--- config.mk ---
export PLATFORM = sky130hd
export DESIGN_NAME = boot_copier
export DESIGN_NICKNAME = d
export VERILOG_FILES = /design/src/rtl/boot_copier.sv
export SDC_FILE = /design/constraint.sdc
export NUM_CORES = 1
export LEC_CHECK = 0
export ABC_AREA = 1
export CAP_MARGIN = 30
export CORE_UTILIZATION = 39
export DETAILED_ROUTE_END_ITERATION = 10
export GPL_TIMING_DRIVEN = 0
export PLACE_DENSITY = 0.84
export REMOVE_ABC_BUFFERS = 1
export SYNTH_ARGS = -nofsm -noshare
export SYNTH_HDL_FRONTEND = slang
export SYNTH_SLANG_ARGS = --single-unit
--- constraint.sdc ---
create_clock -name I_clk -period 1.3 [get_ports I_clk]
set_input_delay 0.26 -clock I_clk [delete_from_list [all_inputs] [get_ports I_clk]]
set_output_delay 0.26 -clock I_clk [all_outputs]
set_load 0.005 [all_outputs]
--- src/rtl/boot_copier.sv ---
// boot_copier: copies boot ROM words into RAM, holding the CPU in reset until done (ports: I_clk, I_reset_n, I_start; ROM O_rom_enable/O_rom_addr/I_rom_data; RAM O_ram_we/O_ram_addr/O_ram_data/I_ram_ready; status O_busy/O_done/O_cpu_hold)
module boot_copier #(
  parameter int          ROM_BYTES = 256,
  parameter logic [15:0] RAM_BASE  = 16'h0000
) (
  input  logic        I_clk,
  input  logic        I_reset_n,
  input  logic        I_start,
  output logic        O_rom_enable,
  output logic [7:0]  O_rom_addr,
  input  logic [15:0] I_rom_data,
  output logic        O_ram_we,
  output logic [15:0] O_ram_addr,
  output logic [15:0] O_ram_data,
  input  logic        I_ram_ready,
  output logic        O_busy,
  output logic        O_done,
  output logic        O_cpu_hold
);
  localparam int WORDS = ROM_BYTES / 2;
  typedef enum logic [2:0] {IDLE, READ, CAPTURE, WRITE, DONE} state_t;
  state_t     state;
  logic [6:0] k;
  always_ff @(posedge I_clk) begin
    if (!I_reset_n) begin
      state        <= IDLE;
      k            <= '0;
      O_rom_enable <= 1'b0;
      O_rom_addr   <= 8'h00;
      O_ram_we     <= 1'b0;
      O_ram_addr   <= RAM_BASE;
      O_ram_data   <= 16'h0000;
      O_busy       <= 1'b0;
      O_done       <= 1'b0;
      O_cpu_hold   <= 1'b1;
    end else begin
      case (state)
        IDLE: if (I_start) begin
          state        <= READ;
          k            <= '0;
          O_rom_enable <= 1'b1;
          O_rom_addr   <= 8'h00;
          O_busy       <= 1'b1;
        end
        READ: begin
          state        <= CAPTURE;
          O_rom_enable <= 1'b0;
          O_ram_addr   <= RAM_BASE + {9'd0, k};
        end
        CAPTURE: begin
          state      <= WRITE;
          O_ram_data <= I_rom_data;
          O_ram_we   <= 1'b1;
        end
        WRITE: if (I_ram_ready) begin
          O_ram_we <= 1'b0;
          if (k == 7'(WORDS - 1)) begin
            state      <= DONE;
            O_busy     <= 1'b0;
            O_done     <= 1'b1;
            O_cpu_hold <= 1'b0;
          end else begin
            state        <= READ;
            k            <= k + 7'd1;
            O_rom_enable <= 1'b1;
            O_rom_addr   <= {k + 7'd1, 1'b0};
          end
        end
        default: ;
      endcase
    end
  end
endmodule

==> impl_table.tex <==
\begin{tabular}{lr}
\hline
Metric & Value \\
\hline
\multicolumn{2}{l}{\textbf{Status}} \\
Outcome & finished with violations \\
Violations in the final reports & setup timing \\
\multicolumn{2}{l}{\textbf{Global routing}} \\
Global-route met3 utilization & 5.236\% \\
Number of antenna violations at the first check in global routing & 0 \\
Maximum number of pins on one net before global-route repair & 30 \\
Number of global-route vias before repair & 1515 \\
Grt peak-use layer & met2 \\
GR met2 Demand/Resource & 36.13\% \\
Fraction of met1 tracks used by global routing & 25.64\% \\
Overflow left after global routing & 0 \\
Overall track demand over capacity in global routing & 21.96\% \\
Wire length of the first global-routing pass & around 7300 µm \\
\multicolumn{2}{l}{\textbf{Logic synthesis}} \\
Share of synthesized area occupied by flip-flops and latches & 45.61\% \\
Synthesized area & 1668 µm² \\
Async SR Flop Fraction & 0\% \\
Number of register bits inferred by synthesis & 38 \\
Synthesized area per cell & 7.479 µm² \\
Number of warning messages in the yosys log & 0 \\
Count of flip-flops with a built-in enable after synthesis & 0 \\
Leading post-synthesis cells by cell area & sky130\_fd\_sc\_hd\_\_dfxtp\_1 (46\%), sky130\_fd\_sc\_hd\_\_nor2\_1 (10\%), sky130\_fd\_sc\_hd\_\_o21ai\_0 (7.2\%) \\
Number of different library cells in the post-synthesis netlist & 27 \\
Area share of the largest cell type after synthesis & 45.61\% \\
Number of instances in the synthesized netlist & between 200 and 250 \\
Cell type contributing the most total cell area after synthesis & sky130\_fd\_sc\_hd\_\_dfxtp\_1 \\
Most used DFF post-synth & sky130\_fd\_sc\_hd\_\_dfxtp\_1 \\
\multicolumn{2}{l}{\textbf{Setup path}} \\
Crit path capture & O\_rom\_addr[7] \\
Worst r2r path cells & 11 \\
Crit path launch type & flip-flop \\
Setup slack on the worst flop-to-flop path & -0.1 ns \\
Setup CP Type & reg2reg \\
Worst EP arrival & 1.62 ns \\
Startpoint of the most critical register-to-register path & O\_rom\_addr[2] \\
Worst setup startpoint & O\_rom\_addr[2] \\
Reg-to-reg endpoint & O\_rom\_addr[7] \\
Sequence of cells on the critical path & buf\_6, ha\_4, nand2\_4, inv\_4, nand2\_4, nor2\_4, nor2\_2, nand2\_1, nand2\_2, nand2\_2, nor2\_2 \\
Maximum cell stage delay along the critical path & 0.35 ns \\
Top fanout value on the critical path & 3 \\
Slowest-stage cell, CP & sky130\_fd\_sc\_hd\_\_dfxtp\_4 \\
Category of the worst setup path capture point & flip-flop \\
Required time of the critical path & 1.52 ns \\
\multicolumn{2}{l}{\textbf{Die}} \\
Die Span X & 67.40 µm \\
Area of the die & 4542 µm² \\
Die Ht & 67.40 µm \\
Top Ports & between 60 and 70 \\
Initial Util & 41.10\% \\
Num rows & 23 \\
Core Region & 4058 µm² \\
\multicolumn{2}{l}{\textbf{Place}} \\
Inst Count DP & between 300 and 400 \\
Final estimated routing congestion in global placement & $\sim$0.84 \\
Half-perimeter wire length after placement & 2518 µm \\
Post-Place Setup Slack & -0.9611 ns \\
Count of buffers from port buffering & 54 \\
\multicolumn{2}{l}{\textbf{Layout}} \\
Final standard cell utilization of the core & 61.73\% \\
Commonest cells after routing, fill and taps aside & sky130\_fd\_sc\_hd\_\_nor2\_1 (40), sky130\_fd\_sc\_hd\_\_dlygate4sd2\_1 (34), sky130\_fd\_sc\_hd\_\_o21ai\_0 (24), sky130\_fd\_sc\_hd\_\_nand2\_1 (21), sky130\_fd\_sc\_hd\_\_dfxtp\_1 (20) \\
Share of final-layout standard cells stronger than drive strength 1 & 26.04\% \\
N\_diodes & 0 \\
Post-route insts no fill & 338 \\
Nets@finish & 309 \\
Most common cell after layout, fill and taps aside & sky130\_fd\_sc\_hd\_\_nor2\_1 \\
Synth-to-Final Area Change & 50.19\% \\
\multicolumn{2}{l}{\textbf{Detailed routing}} \\
First-pass iteration count of the detailed router & 5 \\
DRC violation count after routing & 0 \\
Final antenna-violating net count & 0 \\
Routed wire length per instance & approximately 14 µm \\
Count of vias placed by the detailed router & about 1700 \\
Wire length reported by the detailed router & slightly below 5000 µm \\
Vias per inst & 4.985 \\
Iteration-0 DRC Markers & around 140 \\
\multicolumn{2}{l}{\textbf{STA}} \\
Largest clock skew in the final design & approximately 0.0058 ns \\
Period utilisation layout & 107.6\% \\
Maximum operating frequency & 714.7 MHz \\
Post-layout worst setup margin & -0.09912 ns \\
Final setup violation count & 9 \\
Number of endpoints with negative hold slack in the final report & 0 \\
Final-report max-slew violation count & 0 \\
Fin crit period & 1.399 ns \\
Unrepaired setup endpoints after global routing & true \\
\multicolumn{2}{l}{\textbf{CTS}} \\
Count of H-tree levels built during CTS & 2 \\
CTS tree & yes \\
Clock latency on the worst-skew pair & between 0.2 and 0.3 ns \\
Root Buffer Master & sky130\_fd\_sc\_hd\_\_clkbuf\_8 \\
Total clock buffers created by CTS & 5 \\
CTS clock-pin slew for the worst setup and hold paths & 0.07 ns \\
TritonCTS sink count & 38 \\
Hold\_buf cts & 0 \\
Clock tree buffer depth & 2 \\
\multicolumn{2}{l}{\textbf{Power}} \\
Clock group share of total power & 32.4\% \\
Cell leakage power & 1.194 nW \\
Net switching power & 0.9110 mW \\
Cell internal power dissipation & 2.246 mW \\
Sequential Power Share & 44.0\% \\
Sw Ratio & 28.86\% \\
Total power per unit cell area & 1260 nW/µm² \\
Logic pwr share & 23.6\% \\
Highest ir drop seen on vdd & 0.5920 mV \\
\multicolumn{2}{l}{\textbf{Min path}} \\
Class of the tightest hold or removal check & in2reg \\
\multicolumn{2}{l}{\textbf{Job}} \\
\# Max-Cap Violations & 0 \\
\hline
\end{tabular}
-- cell families (layout without fill, tap and decap cells) --
| group | count (synthesis) | in the layout | synth area share [%] |
|---|---|---|---|
| fa+ha+maj | 1 | 1 | 0.7501 |
| compound gates | 45 | 45 | 13.73 |
| buf+inv | 40 | 96 | 12.53 |
| other cells | 1 | 10 | 0.2248 |
| flops | 38 | 38 | 45.61 |
| simple gates | 97 | 97 | 26.63 |
| xor+xnor | 1 | 1 | 0.5252 |
-- worst max-delay path: cells and delay by family (launching register included) --
family | cells | cell delay (ns)
adder cells (fa/ha/maj) | 1 | 0.16
AND/OR/NAND/NOR | 8 | 0.66
buffers and inverters | 2 | 0.17
flip-flops | 1 | 0.35
-- cell type report --
cell class,count,area [µm²]
sequential,38,800.8
tap,50,62.56
fill,340,1553
timing repair buffer,65,579.3
clock buffer,6,82.58
clock inverter,1,30.03
multi-input combinational,154,848.3
inverter,24,101.3
-- timing repair --
item | CTS | global route
pin swaps | 10 | 8
setup endpoints to repair | 73 | 36
setup buffers | 8 | 4
resized for setup | 86 | 17
cloned | 0 | 0
-- power groups by stage --
stage	logic (mW)	clock network (mW)	registers, mW
after global placement	0.736	0	1.40
after floorplan	0.364	0	1.41
after CTS	0.705	1.03	1.38
final	0.745	1.02	1.39
after global routing	0.838	1.06	1.40
after detailed placement	0.747	0	1.40
-- Yosys cell counts, drive strengths merged, types with 3 or more instances --
| cell | number |
|---|---|
| clkbuf | 3 |
| dfxtp | 38 |
| nand2 | 33 |
| nand3 | 10 |
| o21ai | 26 |
| nor2 | 51 |
| inv | 23 |
| buf | 12 |
| a21oi | 18 |
-- worst min-delay path by stage --
| stage | from | endpoint | slack, ns | cells past startpoint |
|---|---|---|---|---|
| floorplan | I_reset_n | O_cpu_hold | 0.33 | 1 |
| global placement | O_cpu_hold | O_cpu_hold | 0.43 | 2 |
| detailed placement | O_ram_addr[2] | O_ram_addr[2] | 0.44 | 2 |
| CTS | O_ram_addr[2] | O_ram_addr[2] | 0.44 | 2 |
| global route | I_reset_n | O_cpu_hold | 0.40 | 2 |
| finish | I_reset_n | O_cpu_hold | 0.40 | 2 |
-- registers in the layout (all words and copies together) (netlist names) --
signal        count
O_ram_data       16
O_ram_addr        7
O_rom_addr        7
state             3
O_busy            1
O_cpu_hold        1
O_done            1
O_ram_we          1
O_rom_enable      1
-- per-stage QoR --
stage | area [µm²] | hold slack, ns | total power, mW | TNS, ns
3_5_place_dp | 2186 | 0.4353 | 2.151 | -19.77
2_1_floorplan | 1583 | 0.3288 | 1.775 | -0.04345
3_3_place_gp | 2186 | 0.4289 | 2.134 | -19.14
6_report | 2505 | 0.3967 | 3.157 | -0.4190
5_1_grt | 2505 | 0.3961 | 3.299 | -1.285
4_1_cts | 2452 | 0.4432 | 3.106 | -0.07068
-- routing by layer --
metal / part of all wire, % / vias up
met4: 5.3 / 0
met2: 50 / 77
met1: 40 / 770
met3: 5.1 / 24
met5: 0 / -
li1: - / 814
No activity file was read; power rests on OpenSTA's default activity.
